`src/rtl/seq_divider_pkg.sv`:
```
// Shared types and constants for the sequential restoring divider.
package seq_divider_pkg;

    localparam int unsigned DIV_WIDTH_DEFAULT = 8;

    typedef enum logic [1:0] {
        StIdle,
        StCalc,
        StDone
    } state_e;

endpackage

```
`src/rtl/div_step.sv`:
```
// One restoring-division iteration: shift in the next dividend bit, trial-subtract, restore on borrow.
module div_step #(
    parameter int unsigned WIDTH = 8
) (
    input  logic [WIDTH:0]   rem_i,
    input  logic             q_msb_i,
    input  logic [WIDTH-1:0] divisor_i,
    output logic [WIDTH:0]   rem_o,
    output logic             q_bit_o
);

    logic [WIDTH:0] t;
    logic [WIDTH:0] d;
    // The stored partial remainder is always below the divisor, so its top bit stays zero.
    logic           unused_rem_msb;

    assign unused_rem_msb = rem_i[WIDTH];

    always_comb begin
        t       = {rem_i[WIDTH-1:0], q_msb_i};
        d       = t - {1'b0, divisor_i};
        q_bit_o = ~d[WIDTH];
        rem_o   = d[WIDTH] ? t : d;
    end

endmodule

```
`src/rtl/seq_divider.sv`:
```
// Multi-cycle unsigned restoring divider, one quotient bit per clock.
// Optional early exit on a zero divisor: SEQ_DIVIDER_DIV0_CHECK_EN.
module seq_divider
    import seq_divider_pkg::*;
#(
    parameter int unsigned WIDTH = DIV_WIDTH_DEFAULT
) (
    input  logic             clk_i,
    input  logic             rst_ni,
    input  logic             start_i,
    input  logic [WIDTH-1:0] dividend_i,
    input  logic [WIDTH-1:0] divisor_i,
    output logic             ready_o,
    output logic             busy_o,
    output logic             done_o,
    output logic [WIDTH-1:0] quotient_o,
    output logic [WIDTH-1:0] remainder_o,
    output logic             div_by_zero_o
);

    localparam int unsigned CntW = $clog2(WIDTH + 1);

    state_e           state_q, state_d;
    logic [WIDTH:0]   rem_q, rem_d;
    logic [WIDTH-1:0] q_q, q_d;
    logic [WIDTH-1:0] dsr_q, dsr_d;
    logic [CntW-1:0]  cnt_q, cnt_d;
    logic [WIDTH-1:0] quot_q, quot_d;
    logic [WIDTH-1:0] remd_q, remd_d;
    logic [WIDTH:0]   step_rem;
    logic             step_bit;
`ifdef SEQ_DIVIDER_DIV0_CHECK_EN
    logic             dbz_q, dbz_d;
`endif

    div_step #(
        .WIDTH(WIDTH)
    ) u_div_step (
        .rem_i    (rem_q),
        .q_msb_i  (q_q[WIDTH-1]),
        .divisor_i(dsr_q),
        .rem_o    (step_rem),
        .q_bit_o  (step_bit)
    );

    always_comb begin
        state_d = state_q;
        rem_d   = rem_q;
        q_d     = q_q;
        dsr_d   = dsr_q;
        cnt_d   = cnt_q;
        quot_d  = quot_q;
        remd_d  = remd_q;
`ifdef SEQ_DIVIDER_DIV0_CHECK_EN
        dbz_d   = dbz_q;
`endif
        case (state_q)
            StIdle: begin
                if (start_i) begin
                    dsr_d   = divisor_i;
                    rem_d   = '0;
                    q_d     = dividend_i;
                    cnt_d   = '0;
                    state_d = StCalc;
`ifdef SEQ_DIVIDER_DIV0_CHECK_EN
                    if (divisor_i != '0) begin
                        dbz_d = 1'b0;
                    end
`endif
                end
            end
            StCalc: begin
`ifdef SEQ_DIVIDER_DIV0_CHECK_EN
                // q_q still holds the untouched dividend on the first CALC cycle.
                if (dsr_q == '0) begin
                    quot_d  = '1;
                    remd_d  = q_q;
                    dbz_d   = 1'b1;
                    state_d = StDone;
                end else
`endif
                begin
                    rem_d = step_rem;
                    q_d   = {q_q[WIDTH-2:0], step_bit};
                    cnt_d = cnt_q + CntW'(1);
                    if (cnt_q == CntW'(WIDTH - 1)) begin
                        quot_d  = {q_q[WIDTH-2:0], step_bit};
                        remd_d  = step_rem[WIDTH-1:0];
                        state_d = StDone;
                    end
                end
            end
            StDone: begin
                state_d = StIdle;
            end
            default: begin
                state_d = StIdle;
            end
        endcase
    end

    always_ff @(posedge clk_i) begin
        if (!rst_ni) begin
            state_q <= StIdle;
            rem_q   <= '0;
            q_q     <= '0;
            dsr_q   <= '0;
            cnt_q   <= '0;
            quot_q  <= '0;
            remd_q  <= '0;
`ifdef SEQ_DIVIDER_DIV0_CHECK_EN
            dbz_q   <= 1'b0;
`endif
        end else begin
            state_q <= state_d;
            rem_q   <= rem_d;
            q_q     <= q_d;
            dsr_q   <= dsr_d;
            cnt_q   <= cnt_d;
            quot_q  <= quot_d;
            remd_q  <= remd_d;
`ifdef SEQ_DIVIDER_DIV0_CHECK_EN
            dbz_q   <= dbz_d;
`endif
        end
    end

    assign ready_o     = (state_q == StIdle);
    assign busy_o      = (state_q == StCalc);
    assign done_o      = (state_q == StDone);
    assign quotient_o  = quot_q;
    assign remainder_o = remd_q;
`ifdef SEQ_DIVIDER_DIV0_CHECK_EN
    assign div_by_zero_o = dbz_q;
`else
    assign div_by_zero_o = 1'b0;
`endif

endmodule

```
`config.mk`:
```
export PLATFORM = sky130hd
export DESIGN_NAME = seq_divider
export DESIGN_NICKNAME = d
export VERILOG_FILES = /design/src/rtl/seq_divider_pkg.sv /design/src/rtl/div_step.sv /design/src/rtl/seq_divider.sv
export SDC_FILE = /design/constraint.sdc
export NUM_CORES = 1
export LEC_CHECK = 0
export ABC_AREA = 1
export CORE_UTILIZATION = 57
export CTS_CLUSTER_DIAMETER = 60
export DETAILED_ROUTE_END_ITERATION = 16
export GPL_ROUTABILITY_DRIVEN = 0
export PLACE_DENSITY = 0.85
export REMOVE_ABC_BUFFERS = 1
export SETUP_SLACK_MARGIN = 0.1
export SYNTH_ARGS = -nofsm -noshare
export SYNTH_HDL_FRONTEND = slang
export SYNTH_SLANG_ARGS = --single-unit
```
`constraint.sdc`:
```
create_clock -name clk_i -period 4.1 [get_ports clk_i]
set_input_delay 1.23 -clock clk_i [delete_from_list [all_inputs] [get_ports clk_i]]
set_output_delay 1.23 -clock clk_i [all_outputs]
set_load 0.02 [all_outputs]
```
==> impl_metrics.ini <==
[layout]
final_cell_area_um2 = 2860
final_util_pct = 71.4
nFillCells = 347
fin_nets = 401
syn_to_final_growth_pct = 20.9
drive_gt1_share_pct = 9.12
antenna_cells = 0

[power]
power_frac_comb_pct = 35.5
intPower_uw = 824
swShare_pct = 35.9
p_leak_nw = 1.28
pwr-share-clk_pct = 25.8
p_seq_share_pct = 38.6
power_switching_uw = 461
ir_drop_mv = 0.276
powerDensity_nw_per_um2 = 450
finalPower_mw = 1.28

[synthesis]
synth_cells = 337
synth_edf_count = 0
ys_warn_count = 0
syn_avg_cell_area_um2 = 7.01
synth_area_um2 = 2360
yosysMostFrequentCell = nand2_1
synth_top_area_cell = dfxtp_1
async_flop_share_pct = 0
synth_top_area_share_pct = 39.0
yosysSeqAreaShare_pct = 39.0
synth_common_cells = nand2_1, inv_1, dfxtp_1, nor2_1, a21oi_1
yosysUniqueCellTypes = 33
synth_area_leaders = dfxtp_1, nand2_1, inv_1
synth.ff_latch_count = 46
synth_flop_cell = dfxtp_1

[clocking]
postCtsSetupBuffers = 0
cts.clk_slew.worst_paths_ns = 0.08
htree_num_levels = 2
clkLatencyLatePin_ns = 0.29
clk_path_buf_depth = 2
cts.sink_count = 46
root_buffer = clkbuf_8
cts_resized = 0
cts_tree = done
post_cts_hold_buffer_count = 0
cts_buffers = 5

[floorplanning]
core_um2 = 4000
ios = 39
fp.dieArea_um2 = 4410
start_util_pct = 59.1
placementRows = 23
fp.dieW_um = 66.4
die_h_um = 66.4

[global_route]
grt_usage_pct = 24.0
met2_usage_pct = 43.4
antenna_found_initial = 0
met1_usage_pct = 28.1
grt_overflow = 0
grt_pass1_vias = 1946
grt_max_degree = 25
grt_pass1_wl_um = 8140
top_usage_layer = met2
gr-usage-met3_pct = 4.83

[sta]
slew_viol_final = 0
rsz0062_at_grt = no
tns_ns = 0
finClkSkew_ns = 0.00590
whs_ns = 0.464
min_period_ns = 2.86
max_freq_mhz = 350
worst_pin_slew_ns = 0.785
finalHoldViolations = 0
max-slew-margin-rel_pct = 47.6
post-route-period-util_pct = 69.7
setup_viol_count_final = 0

[placement]
io_buffers = 37
placed_area_um2 = 2750
hpwl_um = 3520

[critical_path]
cp-start-kind = flop
endpoint_kind = output pin
cp.arrival_ns = 1.63
crit_type = flop to output pin
worstPathRequired_ns = 2.87
path_max_fanout = 18

[drt]
wl_per_cell_um = 11.3
ant_nets = 0
drt_iter0_drc = 138
post-route-drc-count = 2
vias = 2150
drt-pass1-iter-count = 10
viasPerCell = 5.08
wl_um = 4790

[min_path]
hold_path_class = flop to flop

[flow_run]
cap_violations = 0

[outcome]
status = complete, but fails checks
violations = design-rule violations
area by class of cell:
type                    instances  area, um^2  area share (%)
well taps                      50        62.6            2.19
repair buffers                 40         393            13.8
flip-flops and latches         46         921            32.2
clock inverters                 2        37.5            1.31
clock buffers                   6        72.6            2.54
multi-input cells             224        1160            40.7
inverters                      55         206            7.23
sequential cells by signal, summed over array words and instances (netlist names):
name / cells
cnt_q: 4
dsr_q: 8
q_q: 8
quotient_o: 8
rem_q: 8
remainder_o: 8
state_q: 2
worst paths after layout:
check	start	cells after the start	to	slack, ns
worst min-delay path	dsr_q[3]	2	dsr_q[3]	0.46
worst max register to register	q_q[7]	14	remainder_o[3]	2.09
worst max-delay path	state_q[0]	4	busy_o	1.24
worst min register to register	dsr_q[3]	2	dsr_q[3]	0.46
logic make-up (layout without fill, tap and decap cells):
family / after synthesis / count (layout) / share of synthesized area [%]
AND/OR/NAND/NOR: 157 / 157 / 29.4
buffers and inverters: 67 / 103 / 11.8
AO/OA/AOI/OAI: 53 / 53 / 12.9
flip-flops: 46 / 46 / 39.0
adder cells (fa/ha/maj): 10 / 10 / 5.61
XOR/XNOR: 3 / 3 / 1.11
other: 1 / 1 / 0.159
power by group through the flow:
stage | sequential, mW | clock [mW] | combinational (mW)
3_3_place_gp | 0.506 | 0 | 0.443
6_report | 0.496 | 0.332 | 0.456
3_5_place_dp | 0.507 | 0 | 0.455
4_1_cts | 0.497 | 0.340 | 0.459
5_1_grt | 0.500 | 0.351 | 0.523
2_1_floorplan | 0.500 | 0 | 0.354
routing by layer:
metal	up-vias	part of all wire [%]
met5	-	0
met4	0	0.84
met3	4	4.0
met2	49	50
met1	972	45
li1	1125	-
worst max-delay path: stages, from the launching register on:
cell and delay [ns]:
dfxtp_1 0.33, inv_1 0.06, nor2_2 0.07, buf_4 0.23, clkdlybuf4s50_1 0.64
through the flow:
stage | setup WS (ns) | std cells
5_1_grt | 1.18 | 423
3_3_place_gp | 1.20 | 415
4_1_cts | 1.24 | 423
2_1_floorplan | 1.72 | 325
6_report | 1.24 | 423
3_5_place_dp | 1.17 | 415
layout by cell type, fill, tap and decap left out, drive strengths merged, types with 3 or more instances in the layout:
master,Yosys,layout
a21oi,26,26
a31oi,3,3
buf,7,3
clkbuf,5,6
clkdlybuf4s50,0,37
dfxtp,46,46
ha,9,9
inv,55,55
nand2,102,102
nand3,22,22
nor2,29,29
o21ai,17,17
o221ai,5,5
Note: power is estimated with default switching activity, not from simulation.
